**src/rtl/mem_access_unit_if.sv**
```systemverilog
// Pipeline-side and data-bus-side signal bundle for the memory access unit.
// The slave modport is the unit's view; the master modport is its environment.
interface mem_access_unit_if;
  logic        flush;

  logic        in_valid;
  logic        in_ready;
  logic [31:0] in_aluout;
  logic [31:0] in_writedata;
  logic        in_mem_read;
  logic        in_mem_write;
  logic        in_sign_ext;
  logic [1:0]  in_size;
  logic        in_exc;
  logic [4:0]  in_writereg;

  logic        dreq_valid;
  logic        dreq_write;
  logic [31:0] dreq_addr;
  logic [3:0]  dreq_strobe;
  logic [31:0] dreq_data;

  logic        dresp_addr_ok;
  logic        dresp_data_ok;
  logic [31:0] dresp_data;

  logic        out_valid;
  logic        out_ready;
  logic [31:0] out_result;
  logic [4:0]  out_writereg;
  logic        out_adel;
  logic        out_ades;
  logic [31:0] out_badvaddr;

  modport slave (
    input  flush,
    input  in_valid, in_aluout, in_writedata, in_mem_read, in_mem_write,
           in_sign_ext, in_size, in_exc, in_writereg,
    output in_ready,
    output dreq_valid, dreq_write, dreq_addr, dreq_strobe, dreq_data,
    input  dresp_addr_ok, dresp_data_ok, dresp_data,
    output out_valid, out_result, out_writereg, out_adel, out_ades, out_badvaddr,
    input  out_ready
  );

  modport master (
    output flush,
    output in_valid, in_aluout, in_writedata, in_mem_read, in_mem_write,
           in_sign_ext, in_size, in_exc, in_writereg,
    input  in_ready,
    input  dreq_valid, dreq_write, dreq_addr, dreq_strobe, dreq_data,
    output dresp_addr_ok, dresp_data_ok, dresp_data,
    input  out_valid, out_result, out_writereg, out_adel, out_ades, out_badvaddr,
    output out_ready
  );
endinterface

```
**src/rtl/mem_access_unit.sv**
```systemverilog
// Memory stage: turns one execute result into at most one data-bus transaction,
// formats store lanes / load extension, and raises address-error exceptions.
module mem_access_unit #(
  parameter int unsigned ALIGN_CHECK = 1
) (
  input  logic              clk,
  input  logic              reset,
  mem_access_unit_if.slave  bus
);

  typedef enum logic [1:0] {IDLE, ADDR, DATA, DRAIN} state_e;

  typedef struct packed {
    logic [31:0] addr;
    logic [31:0] wdata;
    logic        write;
    logic        sign_ext;
    logic [1:0]  size;
    logic [4:0]  writereg;
  } req_t;

  typedef struct packed {
    logic        valid;
    logic [31:0] result;
    logic [4:0]  writereg;
    logic        adel;
    logic        ades;
    logic [31:0] badvaddr;
  } out_t;

  state_e state_q, state_d;
  req_t   req_q, req_d;
  out_t   out_q, out_d;

  logic in_ready;
  logic accept;
  logic is_mem;
  logic misaligned;
  logic bypass;
  logic addr_exc;
  logic complete;

  function automatic logic [3:0] strobe_of(input logic [1:0] size, input logic [1:0] a);
    unique case (size)
      2'd0:    strobe_of = 4'b0001 << a;
      2'd1:    strobe_of = a[1] ? 4'b1100 : 4'b0011;
      default: strobe_of = 4'b1111;
    endcase
  endfunction

  function automatic logic [31:0] store_data_of(input logic [1:0] size, input logic [31:0] wd);
    unique case (size)
      2'd0:    store_data_of = {4{wd[7:0]}};
      2'd1:    store_data_of = {2{wd[15:0]}};
      default: store_data_of = wd;
    endcase
  endfunction

  function automatic logic [31:0] load_data_of(input logic [1:0] size, input logic [1:0] a,
                                               input logic sext, input logic [31:0] d);
    logic [7:0]  b;
    logic [15:0] h;
    b = d[{a, 3'b000} +: 8];
    h = d[{a[1], 4'b0000} +: 16];
    unique case (size)
      2'd0:    load_data_of = {{24{sext & b[7]}}, b};
      2'd1:    load_data_of = {{16{sext & h[15]}}, h};
      default: load_data_of = d;
    endcase
  endfunction

  always_comb begin
    misaligned = 1'b0;
    unique case (bus.in_size)
      2'd0:    misaligned = 1'b0;
      2'd1:    misaligned = bus.in_aluout[0];
      default: misaligned = (bus.in_aluout[1:0] != 2'b00);
    endcase
    if (ALIGN_CHECK == 0) misaligned = 1'b0;
  end

  assign in_ready = (state_q == IDLE) && (!out_q.valid || bus.out_ready);
  // A flush in the same cycle kills the offered instruction before it is taken.
  assign accept   = bus.in_valid && in_ready && !bus.flush;
  assign is_mem   = bus.in_mem_read || bus.in_mem_write;
  assign addr_exc = is_mem && !bus.in_exc && misaligned;
  assign bypass   = !is_mem || bus.in_exc || misaligned;

  // NOTE: every signal driven here gets a default first, so no path leaves it unassigned (no latch).
  always_comb begin
    state_d  = state_q;
    complete = 1'b0;
    unique case (state_q)
      IDLE: if (accept && !bypass) state_d = ADDR;
      ADDR: begin
        if (bus.flush) begin
          // Once the address is taken the bus owes us a data beat that must be absorbed.
          state_d = (bus.dresp_addr_ok && !bus.dresp_data_ok) ? DRAIN : IDLE;
        end else if (bus.dresp_addr_ok) begin
          if (bus.dresp_data_ok) begin
            state_d  = IDLE;
            complete = 1'b1;
          end else begin
            state_d = DATA;
          end
        end
      end
      DATA: begin
        if (bus.flush)              state_d = bus.dresp_data_ok ? IDLE : DRAIN;
        else if (bus.dresp_data_ok) begin
          state_d  = IDLE;
          complete = 1'b1;
        end
      end
      DRAIN: if (bus.dresp_data_ok) state_d = IDLE;
      default: state_d = IDLE;
    endcase
  end

  always_comb begin
    req_d = req_q;
    if (accept) begin
      req_d.addr     = bus.in_aluout;
      req_d.wdata    = bus.in_writedata;
      req_d.write    = bus.in_mem_write;
      req_d.sign_ext = bus.in_sign_ext;
      req_d.size     = bus.in_size;
      req_d.writereg = bus.in_writereg;
    end
  end

  always_comb begin
    out_d = out_q;
    if (out_q.valid && bus.out_ready) out_d.valid = 1'b0;
    if (bus.flush) begin
      out_d.valid = 1'b0;
    end else if (accept && bypass) begin
      out_d.valid    = 1'b1;
      out_d.result   = bus.in_aluout;
      out_d.writereg = bus.in_writereg;
      out_d.adel     = addr_exc && !bus.in_mem_write;
      out_d.ades     = addr_exc && bus.in_mem_write;
      out_d.badvaddr = addr_exc ? bus.in_aluout : 32'h0;
    end else if (complete) begin
      out_d.valid    = 1'b1;
      out_d.result   = req_q.write ? 32'h0
                     : load_data_of(req_q.size, req_q.addr[1:0], req_q.sign_ext, bus.dresp_data);
      out_d.writereg = req_q.writereg;
      out_d.adel     = 1'b0;
      out_d.ades     = 1'b0;
      out_d.badvaddr = 32'h0;
    end
  end

  // NOTE: sequential state uses non-blocking assignments so all registers update together.
  always_ff @(posedge clk or posedge reset) begin
    if (reset) begin
      state_q <= IDLE;
      req_q   <= '0;
      out_q   <= '0;
    end else begin
      state_q <= state_d;
      req_q   <= req_d;
      out_q   <= out_d;
    end
  end

  assign bus.in_ready     = in_ready;
  assign bus.dreq_valid   = (state_q == ADDR);
  assign bus.dreq_write   = req_q.write;
  assign bus.dreq_addr    = req_q.addr;
  assign bus.dreq_strobe  = req_q.write ? strobe_of(req_q.size, req_q.addr[1:0]) : 4'b0000;
  assign bus.dreq_data    = store_data_of(req_q.size, req_q.wdata);

  assign bus.out_valid    = out_q.valid;
  assign bus.out_result   = out_q.result;
  assign bus.out_writereg = out_q.writereg;
  assign bus.out_adel     = out_q.adel;
  assign bus.out_ades     = out_q.ades;
  assign bus.out_badvaddr = out_q.badvaddr;

endmodule

```
**src/flat_wrapper.sv**
```systemverilog
// flat-port wrapper written by rule: the top's interface ports become plain ports
module mem_access_unit_flat 
#(
  parameter int unsigned ALIGN_CHECK = 1
)
  (clk, reset, bus_flush, bus_in_valid, bus_in_aluout, bus_in_writedata, bus_in_mem_read, bus_in_mem_write, bus_in_sign_ext, bus_in_size, bus_in_exc, bus_in_writereg, bus_in_ready, bus_dreq_valid, bus_dreq_write, bus_dreq_addr, bus_dreq_strobe, bus_dreq_data, bus_dresp_addr_ok, bus_dresp_data_ok, bus_dresp_data, bus_out_valid, bus_out_result, bus_out_writereg, bus_out_adel, bus_out_ades, bus_out_badvaddr, bus_out_ready);
  mem_access_unit_if bus_i ();
  input  logic clk;
  input  logic reset;
  input wire logic [$bits(bus_i.flush)-1:0] bus_flush;
  input wire logic [$bits(bus_i.in_valid)-1:0] bus_in_valid;
  input wire logic [$bits(bus_i.in_aluout)-1:0] bus_in_aluout;
  input wire logic [$bits(bus_i.in_writedata)-1:0] bus_in_writedata;
  input wire logic [$bits(bus_i.in_mem_read)-1:0] bus_in_mem_read;
  input wire logic [$bits(bus_i.in_mem_write)-1:0] bus_in_mem_write;
  input wire logic [$bits(bus_i.in_sign_ext)-1:0] bus_in_sign_ext;
  input wire logic [$bits(bus_i.in_size)-1:0] bus_in_size;
  input wire logic [$bits(bus_i.in_exc)-1:0] bus_in_exc;
  input wire logic [$bits(bus_i.in_writereg)-1:0] bus_in_writereg;
  output wire logic [$bits(bus_i.in_ready)-1:0] bus_in_ready;
  output wire logic [$bits(bus_i.dreq_valid)-1:0] bus_dreq_valid;
  output wire logic [$bits(bus_i.dreq_write)-1:0] bus_dreq_write;
  output wire logic [$bits(bus_i.dreq_addr)-1:0] bus_dreq_addr;
  output wire logic [$bits(bus_i.dreq_strobe)-1:0] bus_dreq_strobe;
  output wire logic [$bits(bus_i.dreq_data)-1:0] bus_dreq_data;
  input wire logic [$bits(bus_i.dresp_addr_ok)-1:0] bus_dresp_addr_ok;
  input wire logic [$bits(bus_i.dresp_data_ok)-1:0] bus_dresp_data_ok;
  input wire logic [$bits(bus_i.dresp_data)-1:0] bus_dresp_data;
  output wire logic [$bits(bus_i.out_valid)-1:0] bus_out_valid;
  output wire logic [$bits(bus_i.out_result)-1:0] bus_out_result;
  output wire logic [$bits(bus_i.out_writereg)-1:0] bus_out_writereg;
  output wire logic [$bits(bus_i.out_adel)-1:0] bus_out_adel;
  output wire logic [$bits(bus_i.out_ades)-1:0] bus_out_ades;
  output wire logic [$bits(bus_i.out_badvaddr)-1:0] bus_out_badvaddr;
  input wire logic [$bits(bus_i.out_ready)-1:0] bus_out_ready;
  assign bus_i.flush = bus_flush;
  assign bus_i.in_valid = bus_in_valid;
  assign bus_i.in_aluout = bus_in_aluout;
  assign bus_i.in_writedata = bus_in_writedata;
  assign bus_i.in_mem_read = bus_in_mem_read;
  assign bus_i.in_mem_write = bus_in_mem_write;
  assign bus_i.in_sign_ext = bus_in_sign_ext;
  assign bus_i.in_size = bus_in_size;
  assign bus_i.in_exc = bus_in_exc;
  assign bus_i.in_writereg = bus_in_writereg;
  assign bus_in_ready = bus_i.in_ready;
  assign bus_dreq_valid = bus_i.dreq_valid;
  assign bus_dreq_write = bus_i.dreq_write;
  assign bus_dreq_addr = bus_i.dreq_addr;
  assign bus_dreq_strobe = bus_i.dreq_strobe;
  assign bus_dreq_data = bus_i.dreq_data;
  assign bus_i.dresp_addr_ok = bus_dresp_addr_ok;
  assign bus_i.dresp_data_ok = bus_dresp_data_ok;
  assign bus_i.dresp_data = bus_dresp_data;
  assign bus_out_valid = bus_i.out_valid;
  assign bus_out_result = bus_i.out_result;
  assign bus_out_writereg = bus_i.out_writereg;
  assign bus_out_adel = bus_i.out_adel;
  assign bus_out_ades = bus_i.out_ades;
  assign bus_out_badvaddr = bus_i.out_badvaddr;
  assign bus_i.out_ready = bus_out_ready;
  mem_access_unit #(.ALIGN_CHECK(ALIGN_CHECK)) u_core (.clk(clk), .reset(reset), .bus(bus_i));
endmodule
```
**config.mk**
```make
export PLATFORM = sky130hd
export DESIGN_NAME = mem_access_unit_flat
export DESIGN_NICKNAME = d
export VERILOG_FILES = /design/src/rtl/mem_access_unit_if.sv /design/src/rtl/mem_access_unit.sv /design/src/flat_wrapper.sv
export SDC_FILE = /design/constraint.sdc
export NUM_CORES = 1
export LEC_CHECK = 0
export CORE_UTILIZATION = 41
export CTS_CLUSTER_SIZE = 14
export DETAILED_ROUTE_END_ITERATION = 10
export PLACE_DENSITY_LB_ADDON = 0.1
export SLEW_MARGIN = 30
export SYNTH_ARGS = -nofsm -noshare
export SYNTH_HDL_FRONTEND = slang
export SYNTH_SLANG_ARGS = --single-unit
```
**constraint.sdc**
```tcl
create_clock -name clk -period 5.42 [get_ports clk]
set_clock_uncertainty 0.2 [all_clocks]
set_input_delay 1.355 -clock clk [delete_from_list [all_inputs] [get_ports clk]]
set_output_delay 1.355 -clock clk [all_outputs]
set_load 0.01 [all_outputs]
```
After elaboration in Yosys (flattened, before gate mapping)
Cells that the tools add are included.

Reductions and logical operators: 30. Shift-type cells: 3. Multiplexer cells: 26. Equality and inequality tests: 7. Bitwise gates (word level): 3.

Operator list (number): $mux W72 (2); $pmux W32 S2 (2); $mux W32 (2); $shiftx A32 B6 Y16 (1); $shiftx A32 B6 Y8 (1); $mux W2 (8); $logic_and A1 B1 Y1 (11); $mux W4 (2); $pmux W2 S4 (1); $pmux W4 S2 (1); $logic_not A1 Y1 (7); $eq A2 B1 Y1 const B (3); $logic_not A2 Y1 (3); $mux W1 (6); $eq A2 B2 Y1 const B (2); $logic_or A1 B1 Y1 (4); $pmux W1 S2 (2); $reduce_and A2 Y1 (2); $reduce_bool A2 Y1 (2); $reduce_bool A4 Y1 (1); $shl A1 B2 Y4 const A (1); $ne A3 B2 Y1 const B (1); $and A1 B1 Y1 (2); $ne A2 B2 Y1 const B (1); $not A1 Y1 (1).

Word-level logic and storage cells: 82. Input port bits: 114. Register bits: 147.

Logic depth before layout (Yosys ltp)
Gate-level depths: netlist (run 1).

Depth after elaboration: 8. Mapped depth: 8. Depth with buffers taken out: 7.

Worst setup path before layout (run 1)
No wires, ideal clock.

Kind: input -> output. Start: input port bus_out_ready. End: output port bus_in_ready. Stages on the path: 2. Setup slack: 2137 ps. Data required time: 3865 ps. Data arrival time: 1728 ps. Cell sequence: nand2b_1 and2_1.

Word-level cells in the longest chain between the ends: 2.

Ends and longest elaborated chain: start: declaration (line flat_wrapper.sv:35) `input wire logic [$bits(bus_i.out_ready)-1:0] bus_out_ready;`; $logic_or A1 B1 Y1 (line mem_access_unit.sv:82) `assign in_ready = (state_q == IDLE) && (!out_q.valid || bus.out_ready);`; $logic_and A1 B1 Y1 (line mem_access_unit.sv:82); end: declaration (line flat_wrapper.sv:20) `output wire logic [$bits(bus_i.in_ready)-1:0] bus_in_ready;`.

No other way between the ends.

Final worst setup path (run 1)
Ends and elaborated chain as after synthesis.

==> metrics.cfg, run 1 <==
[status]
run_status = finished clean

[worst_setup_path]
critPathTopFamily = buffers and inverters
cp_max_fo = 3
cp_data_arrival_time_ps = 2680
slowest_stage = clkdlybuf4s50_1
required_ps = 3870
crit_chain = clkdlybuf4s50_1 -> nand2b_1 -> and2_1 -> clkdlybuf4s50_1
worst-setup-path-type = input port to output port
startpoint_type = input port
crit_top_cell = clkdlybuf4s50_1
crit_buf_inv = 2
worst_setup_path_end_kind = output port
cpPeakStageDelay_ps = 520

[final_layout]
nets = 964
n_antenna_cell = 0
final_cell_mix = clkdlybuf4s50_1, dfrtp_1, mux2_2, nand2_1, nor2_1
final_common_cell = clkdlybuf4s50_1
drive_gt1_share_pct = 18.4
final_area_sq_mm = 0.0104
areaGrowthSynthToFinish_pct = 41.6
fill_cells = 1451
fin_util_pct = 59.7

[pwr]
power.density_mw_per_mm2 = 599
swShare_pct = 33.7
leakagePower_nw = 4.37
ir_worst_vdd_v = 0.000306
p_int_w = 0.00413
switchingPower_w = 0.00210
seqPwrFrac_pct = 31.5
power.total_w = 0.00623
share_clk_of_total_power_pct = 21.1
p_comb_share_pct = 47.3

[global_routing]
grt_pass1_wl_microns = 33100
grt_max_degree = 148
grt.overflow.total = 0
track_usage_pct = 23.9
antenna_found_initial = 1
grt_pass1_vias = 5983

[logic_synthesis]
ys.warnings.count = 0
ys_async_sr_fraction_pct = 100
synth_top_area_share_pct = 50.1
avgSynthCellArea_sq_um = 11.4
synth-seq-cells = 147
synth_edf_count = 0
synth_fp_nets = 763
synthCells = 644
synth.top_cells.by_area = dfrtp_1, mux2_2, buf_4, a22o_1, nand2_1
ys_seq_area_share_pct = 50.1
yosysUniqueCellTypes = 46
netlist.top_cell.by_area = dfrtp_1
syn-cell-area_sq_mm = 0.00734
synth_flop_cell = dfrtp_1

[sta]
rsz0062_at_grt = no
slew_violations = 0
setup_slack_ps = 1190
worstMarginPinSlew_ps = 886
hold_viol = 0
slew_headroom_pct = 40.9
setup_violations = 0
fmax_mhz = 236
period_minus_slack_ps = 4230
finalCritPeriodShare_pct = 78.1
tns_ps = 0

[floorplan]
die-height_microns = 136
die-area_sq_mm = 0.0184
num_rows = 48
die_w_microns = 136
io_pins = 257
initial_core_util_pct = 42.2
core_sq_mm = 0.0174

[route]
antenna_left = 0
via_count = 5816
drt_iter0_markers = 328
dr.pass1.iters = 5
viasPerCell = 5.37
routedWlPerCell_microns = 19.8
wl_microns = 21500
drc = 0

[clock_network]
clockBufferDepth = 2
cts_tree = done
cts.repair.resized = 0
hold_buffers = 0
clock_latency_ps = 410
clkTransAtPathRegs_ps = 60
numCtsBuffers = 17
htree_levels = 4
cts_setup_buffers = 0
cts_root_buf = clkbuf_16
clock-sinks = 147

[place]
place_congestion = 0.813
dp_slack_ps = 1190
dp_hpwl_microns = 15100
place_area_sq_mm = 0.00973
io_buffers = 256

[job]
maxCapViolCount = 0

[min_path]
min_path_type = flip-flop to flip-flop

final timing paths:
kind / from / to / slack (ps) / cells after the start
setup / recovery: bus_out_ready / bus_in_ready / 1190 / 4
setup reg to reg: u_core.state_q[0] / u_core.bus.out_valid / 2490 / 7
max in group asynchronous: reset / u_core.req_q[19] / 3040 / 3
hold / removal: u_core.bus.out_badvaddr[12] / u_core.bus.out_badvaddr[12] / 300 / 1
hold reg to reg: u_core.bus.out_badvaddr[12] / u_core.bus.out_badvaddr[12] / 300 / 1
min in group asynchronous: reset / u_core.state_q[0] / 1260 / 3
sequential cells by signal, summed over array words and instances (netlist names), 2 cells and up:
name,flops
u_core.req_q,40
u_core.bus.dreq_addr,32
u_core.bus.out_badvaddr,32
u_core.bus.out_writereg,5
u_core.bus.out_result,32
u_core.state_q,2
final cells by class:
cell class                      instances  area [sq um]  area share, %
Sequential cell                       147          3680           35.4
Multi-Input combinational cell        406          3090           29.7
Timing Repair Buffer                  266          2650           25.5
Clock buffer                           19           453           4.36
Tap cell                              225           282           2.71
Clock inverter                         13           206           1.99
Inverter                                7          30.0          0.289
worst reg2reg max path: cells and delay by family (launching register included):
| family | cells | cell delay [ps] |
|---|---|---|
| flip-flops | 1 | 410 |
| AO/OA/AOI/OAI | 2 | 490 |
| buffers and inverters | 2 | 490 |
| adder cells (fa/ha/maj) | 1 | 260 |
| AND/OR/NAND/NOR | 2 | 940 |
metal layers:
layer / up-vias / global-route usage [%] / part of all wire, %
met1: 2897 / 29.8 / 41
met3: 26 / 7.35 / 7.8
met5: - / 0 / 0
met4: 0 / 7.68 / 2.0
met2: 213 / 39.2 / 49
li1: 2680 / - / -
per-stage QoR:
stage / std cells / hold WS [ps]
detailed placement: 1051 / 282
floorplan: 644 / 274
finish: 1083 / 296
CTS: 1083 / 302
global placement: 1050 / 282
global route: 1083 / 311
logic make-up (layout without fill, tap and decap cells):
logic type               count (synthesis)  after routing  synth area share (%)
AO/OA/AOI/OAI                          139            139                  14.7
adder cells (fa/ha/maj)                  5              5                 0.852
buffers and inverters                   91            305                  8.08
flip-flops                             147            147                  50.1
multiplexers                           100            100                  15.3
AND/OR/NAND/NOR                        162            162                  10.9
power groups by stage:
stage,logic [W],registers [W],clock network (W)
after floorplan,0.00165,0.00197,0
after global placement,0.00292,0.00195,0
after detailed placement,0.00297,0.00197,0
after CTS,0.00298,0.00196,0.00134
after global routing,0.00317,0.00203,0.00139
final,0.00295,0.00196,0.00132
Yosys cell counts, drive strengths merged (11+ instances only):
| cell type | number |
|---|---|
| a21oi | 23 |
| a22o | 34 |
| a31oi | 11 |
| a41oi | 16 |
| buf | 74 |
| dfrtp | 147 |
| mux2 | 89 |
| nand2 | 57 |
| nand3 | 25 |
| nor2 | 46 |
| o21ai | 23 |
(Power assumes the default switching activity.)
==> inputs of run 2 (changes only) <==
--- a/config.mk
+++ b/config.mk
@@ -5,7 +5,7 @@
 export SDC_FILE = /design/constraint.sdc
 export NUM_CORES = 1
 export LEC_CHECK = 0
-export CORE_UTILIZATION = 41
+export CORE_UTILIZATION = 46
 export CTS_CLUSTER_SIZE = 14
 export DETAILED_ROUTE_END_ITERATION = 10
 export PLACE_DENSITY_LB_ADDON = 0.1
==> constraint.sdc (replaced) <==
create_clock -name clk -period 4.3 [get_ports clk]
set_clock_uncertainty 0.2 [all_clocks]
set_input_delay 1.075 -clock clk [delete_from_list [all_inputs] [get_ports clk]]
set_output_delay 1.075 -clock clk [all_outputs]
set_load 0.01 [all_outputs]
==> run 2 against run 1 <==
Clock power is 9.8% higher. Design area is 0.84% lower. Worst setup slack worse by 540 ps. First-iteration DRC count is 10% higher. Flip-flop and latch count stayed put.
==> metrics.cfg, run 2 (same netlist as run 1, synthesis figures left out) <==
[floorplan]
die_w_microns = 128
core_sq_mm = 0.0154
initial_core_util_pct = 47.8
num_rows = 45
die-height_microns = 128
die-area_sq_mm = 0.0165
io_pins = 257

[worst_setup_path]
cpPeakStageDelay_ps = 520
worst-setup-path-type = input port to output port
crit_chain = clkdlybuf4s50_1 -> nand2b_1 -> and2_1 -> clkdlybuf4s50_1
cp_max_fo = 3
worst_setup_path_end_kind = output port
crit_top_cell = clkdlybuf4s50_1
required_ps = 3020
startpoint_type = input port
cp_data_arrival_time_ps = 2380
slowest_stage = clkdlybuf4s50_1

[place]
io_buffers = 256
place_congestion = 0.822
dp_slack_ps = 634
place_area_sq_mm = 0.00974
dp_hpwl_microns = 15200

[pwr]
leakagePower_nw = 4.33
power.density_mw_per_mm2 = 743
seqPwrFrac_pct = 32.0
ir_worst_vdd_v = 0.000466
share_clk_of_total_power_pct = 19.0
p_int_w = 0.00496
p_comb_share_pct = 49.1
switchingPower_w = 0.00270
swShare_pct = 35.2

[sta]
hold_viol = 0
setup_slack_ps = 648
rsz0062_at_grt = no
tns_ps = 0
finalCritPeriodShare_pct = 84.9
slew_violations = 0
setup_violations = 0
worstMarginPinSlew_ps = 797
fmax_mhz = 274
period_minus_slack_ps = 3650
slew_headroom_pct = 46.8

[global_routing]
use_met2_pct = 42.6
track_usage_pct = 26.8
antenna_found_initial = 0
busiest_layer = met2
grt_pass1_wl_microns = 33500
grt_pass1_vias = 6144
use_met3_pct = 8.36
use_met1_pct = 34.5
grt.overflow.total = 0
grt_max_degree = 75

[final_layout]
nets = 966
areaGrowthSynthToFinish_pct = 40.4
final_cell_mix = clkdlybuf4s50_1, dfrtp_1, mux2_2, nand2_1, nor2_1
regMostFlops = u_core.req_q
fill_cells = 1202
n_antenna_cell = 0
largest_reg_flops = 40
final_common_cell = clkdlybuf4s50_1
final_area_sq_mm = 0.0103
drive_gt1_share_pct = 18.5

[route]
dr.pass1.iters = 6
drt_iter0_markers = 362
antenna_left = 0
viasPerCell = 5.53
via_count = 5924
drc = 0
routedWlPerCell_microns = 19.7
wl_microns = 21100

[clock_network]
clock_latency_ps = 440
cts.repair.resized = 0
clock-sinks = 147
htree_levels = 4
cts_root_buf = clkbuf_16
clockBufferDepth = 2
cts_setup_buffers = 0
clkTransAtPathRegs_ps = 70
numCtsBuffers = 17
cts_tree = done
hold_buffers = 0

[status]
run_status = finished clean

[job]
maxCapViolCount = 0

[min_path]
min_path_type = flip-flop to flip-flop

## run 2: routing by layer
layer	wire [microns]	up-vias
met2	10100	240
met4	445	0
li1	-	2679
met3	1930	33
met5	0	-
met1	8680	2972
## run 2: power groups by stage
stage	combinational (W)	sequential, W	clock, W
after global placement	0.00369	0.00244	0
after CTS	0.00379	0.00245	0.00147
after global routing	0.00404	0.00254	0.00153
after detailed placement	0.00376	0.00246	0
after floorplan	0.00208	0.00249	0
final	0.00376	0.00245	0.00145
## run 2: final timing paths
path | startpoint | end | slack, ps | depth (start not counted)
max | bus_out_ready | bus_in_ready | 650 | 4
min | u_core.bus.out_badvaddr[5] | u_core.bus.out_badvaddr[5] | 300 | 1
max reg2reg | u_core.state_q[1] | u_core.bus.out_valid | 1470 | 7
min reg2reg | u_core.bus.out_badvaddr[5] | u_core.bus.out_badvaddr[5] | 300 | 1
max in group asynchronous | reset | u_core.req_q[10] | 2190 | 3
min in group asynchronous | reset | u_core.state_q[0] | 930 | 2
## run 2: critical path, delay by kind of cell
kind / cells / cell delay (ps)
buffers and inverters: 2 / 970
and+or+nand+nor: 2 / 320
## run 2: stage by stage
step / std cells / util (%) / power, W / hold WS, ps
global placement: 1039 / 63.3 / 0.00612 / 281
detailed placement: 1039 / 63.4 / 0.00623 / 281
CTS: 1071 / 67.1 / 0.00771 / 304
finish: 1071 / 67.1 / 0.00766 / 301
floorplan: 644 / - / 0.00457 / 274
global route: 1071 / 67.1 / 0.00811 / 315
## run 2: cell type report
type	instances	area (sq um)	share of cell area, %
timing repair buffer	268	2680	26.0
inverter	7	30.0	0.291
tap	211	264	2.56
sequential	147	3680	35.7
clock buffer	17	425	4.13
clock inverter	15	148	1.43
multi-input combinational	406	3090	29.9
==> inputs of run 3 (changes only) <==
--- a/config.mk
+++ b/config.mk
@@ -5,7 +5,7 @@
 export SDC_FILE = /design/constraint.sdc
 export NUM_CORES = 1
 export LEC_CHECK = 0
-export CORE_UTILIZATION = 46
+export CORE_UTILIZATION = 41
 export CTS_CLUSTER_SIZE = 14
 export DETAILED_ROUTE_END_ITERATION = 10
 export PLACE_DENSITY_LB_ADDON = 0.1
==> constraint.sdc (replaced) <==
create_clock -name clk -period 3.1 [get_ports clk]
set_clock_uncertainty 0.2 [all_clocks]
set_input_delay 0.775 -clock clk [delete_from_list [all_inputs] [get_ports clk]]
set_output_delay 0.775 -clock clk [all_outputs]
set_load 0.01 [all_outputs]
==> run 3 against run 2 <==
Combinational power is 41% higher. Die area up 12%. Register-to-register slack worse by 840 ps. Worst setup slack got worse by 540 ps. Worst hold slack got worse by 4.4 ps. Routed wire length up 3.6%. Final cell count rose by 2.3%. Sequential share of layout area decreased by 0.51 points. Sequential power is 38% higher. Design area grew 1.5%. Non-clock buffer count up 11. Critical path depth unchanged. Critical endpoint is now bus_dreq_strobe[0].
==> metrics.cfg, run 3 (same netlist as run 1, synthesis figures left out) <==
[place]
place_congestion = 0.826
dpl.cell_count = 1064
io_buffers = 256
dp_hpwl_microns = 15900

[final_layout]
fill_cells = 1422
nets = 977
fin_cells = 1096
final_common_cell = clkdlybuf4s50_1
final_cell_mix = clkdlybuf4s50_1, dfrtp_1, mux2_2, nand2_1, nor2_1
regMostFlops = u_core.req_q
areaGrowthSynthToFinish_pct = 42.5
drive_gt1_share_pct = 19.3
largest_reg_flops = 40
n_antenna_cell = 0

[worst_setup_path]
cp_max_fo = 8
reg2reg_slack_ps = 630
worst_setup_path_end_kind = output port
cp_data_arrival_time_ps = 2020
worst-setup-path-type = flip-flop to output port
r2r_cells = 7
critical_path.startpoint = u_core.req_q[5]
r2r_end = u_core.bus.out_result[28]
startpoint_type = flip-flop
r2r-start = u_core.state_q[1]
required_ps = 2120
cp-endpoint = bus_dreq_strobe[0]

[floorplan]
num_rows = 48
die-height_microns = 136
io_pins = 257
core_sq_mm = 0.0174
initial_core_util_pct = 42.2
die_w_microns = 136
die-area_sq_mm = 0.0184

[sta]
slew_headroom_pct = 47.1
hold_slack_ps = 296
slew_violations = 0
rsz0062_at_grt = no
fmax_mhz = 334
worstMarginPinSlew_ps = 794
period_minus_slack_ps = 2990
tns_ps = 0
finalCritPeriodShare_pct = 96.5
setup_violations = 0
hold_viol = 0

[global_routing]
antenna_found_initial = 0
grt_pass1_vias = 6146
grt.overflow.total = 0
grt_pass1_wl_microns = 34200
grt_max_degree = 75
track_usage_pct = 24.7

[route]
dr.pass1.iters = 5
routedWlPerCell_microns = 20.0
viasPerCell = 5.38
drc = 0
wl_microns = 21900
via_count = 5892
antenna_left = 0
drt_iter0_markers = 329

[pwr]
power.density_mw_per_mm2 = 1020
ir_worst_vdd_v = 0.000558
swShare_pct = 34.4
share_clk_of_total_power_pct = 18.6
leakagePower_nw = 4.41
p_comb_share_pct = 49.8
p_int_w = 0.00701
seqPwrFrac_pct = 31.6
switchingPower_w = 0.00368

[clock_network]
clock_latency_ps = 420
clockBufferDepth = 2
clock-sinks = 147
cts_setup_buffers = 0
hold_buffers = 0
clkTransAtPathRegs_ps = 60
numCtsBuffers = 17
htree_levels = 4
cts_root_buf = clkbuf_16
cts_tree = done

[status]
run_status = finished clean

[min_path]
min_path_type = flip-flop to flip-flop
hold_start = u_core.bus.out_badvaddr[25]

[job]
maxCapViolCount = 0

==> run 3: critical path, stage by stage (launching register included) <==
cell and delay (ps):
dfrtp_2 450, nand2b_1 260, a21oi_4 290, nor2b_1 80, clkdlybuf4s50_1 520
==> run 3: final cells by class <==
cell class | instances | area [sq um] | share of cell area (%)
inverter | 7 | 30.0 | 0.287
timing repair buffer | 279 | 2810 | 26.9
clock buffer | 23 | 488 | 4.66
sequential | 147 | 3680 | 35.2
multi-input combinational | 406 | 3090 | 29.6
clock inverter | 9 | 78.8 | 0.753
tap | 225 | 282 | 2.69
==> run 3: worst min path at each step <==
| stage | end | slack (ps) | cells after the start |
|---|---|---|---|
| 2_1_floorplan | u_core.req_q[25] | 270 | 1 |
| 3_3_place_gp | u_core.bus.out_badvaddr[3] | 280 | 1 |
| 3_5_place_dp | u_core.bus.out_badvaddr[22] | 280 | 1 |
| 4_1_cts | u_core.bus.out_badvaddr[6] | 300 | 1 |
| 5_1_grt | u_core.bus.dreq_addr[4] | 310 | 1 |
| 6_report | u_core.bus.out_badvaddr[25] | 300 | 1 |
==> run 3: what timing repair did <==
action,in CTS,in global routing
resized for setup,2,1
endpoints found under the setup margin,9,3
pin swaps,0,1
==> run 3: stage by stage <==
step	total power, W	setup slack (ps)	instance area [sq um]	util, %
final	0.0107	109	10500	60.1
after global routing	0.0113	11.8	10500	60.1
after CTS	0.0108	59.4	10500	60.1
after detailed placement	0.00872	25.4	9890	56.8
after global placement	0.00859	120	9890	56.8
after floorplan	0.00634	278	7350	-
==> run 3: power groups by stage <==
stage / combinational (W) / clock [W] / sequential, W
final: 0.00532 / 0.00198 / 0.00338
after floorplan: 0.00289 / 0 / 0.00345
after global placement: 0.00523 / 0 / 0.00336
after global routing: 0.00571 / 0.00209 / 0.00350
after detailed placement: 0.00533 / 0 / 0.00340
after CTS: 0.00538 / 0.00201 / 0.00338
==> run 3: metal layers <==
metal | GRT usage (%) | vias to the layer above | routed length [microns]
met4 | 8.18 | 0 | 423
met1 | 30.3 | 2981 | 9040
met2 | 41.5 | 186 | 10900
met5 | 0 | - | 0
met3 | 7.27 | 25 | 1470
li1 | - | 2700 | -
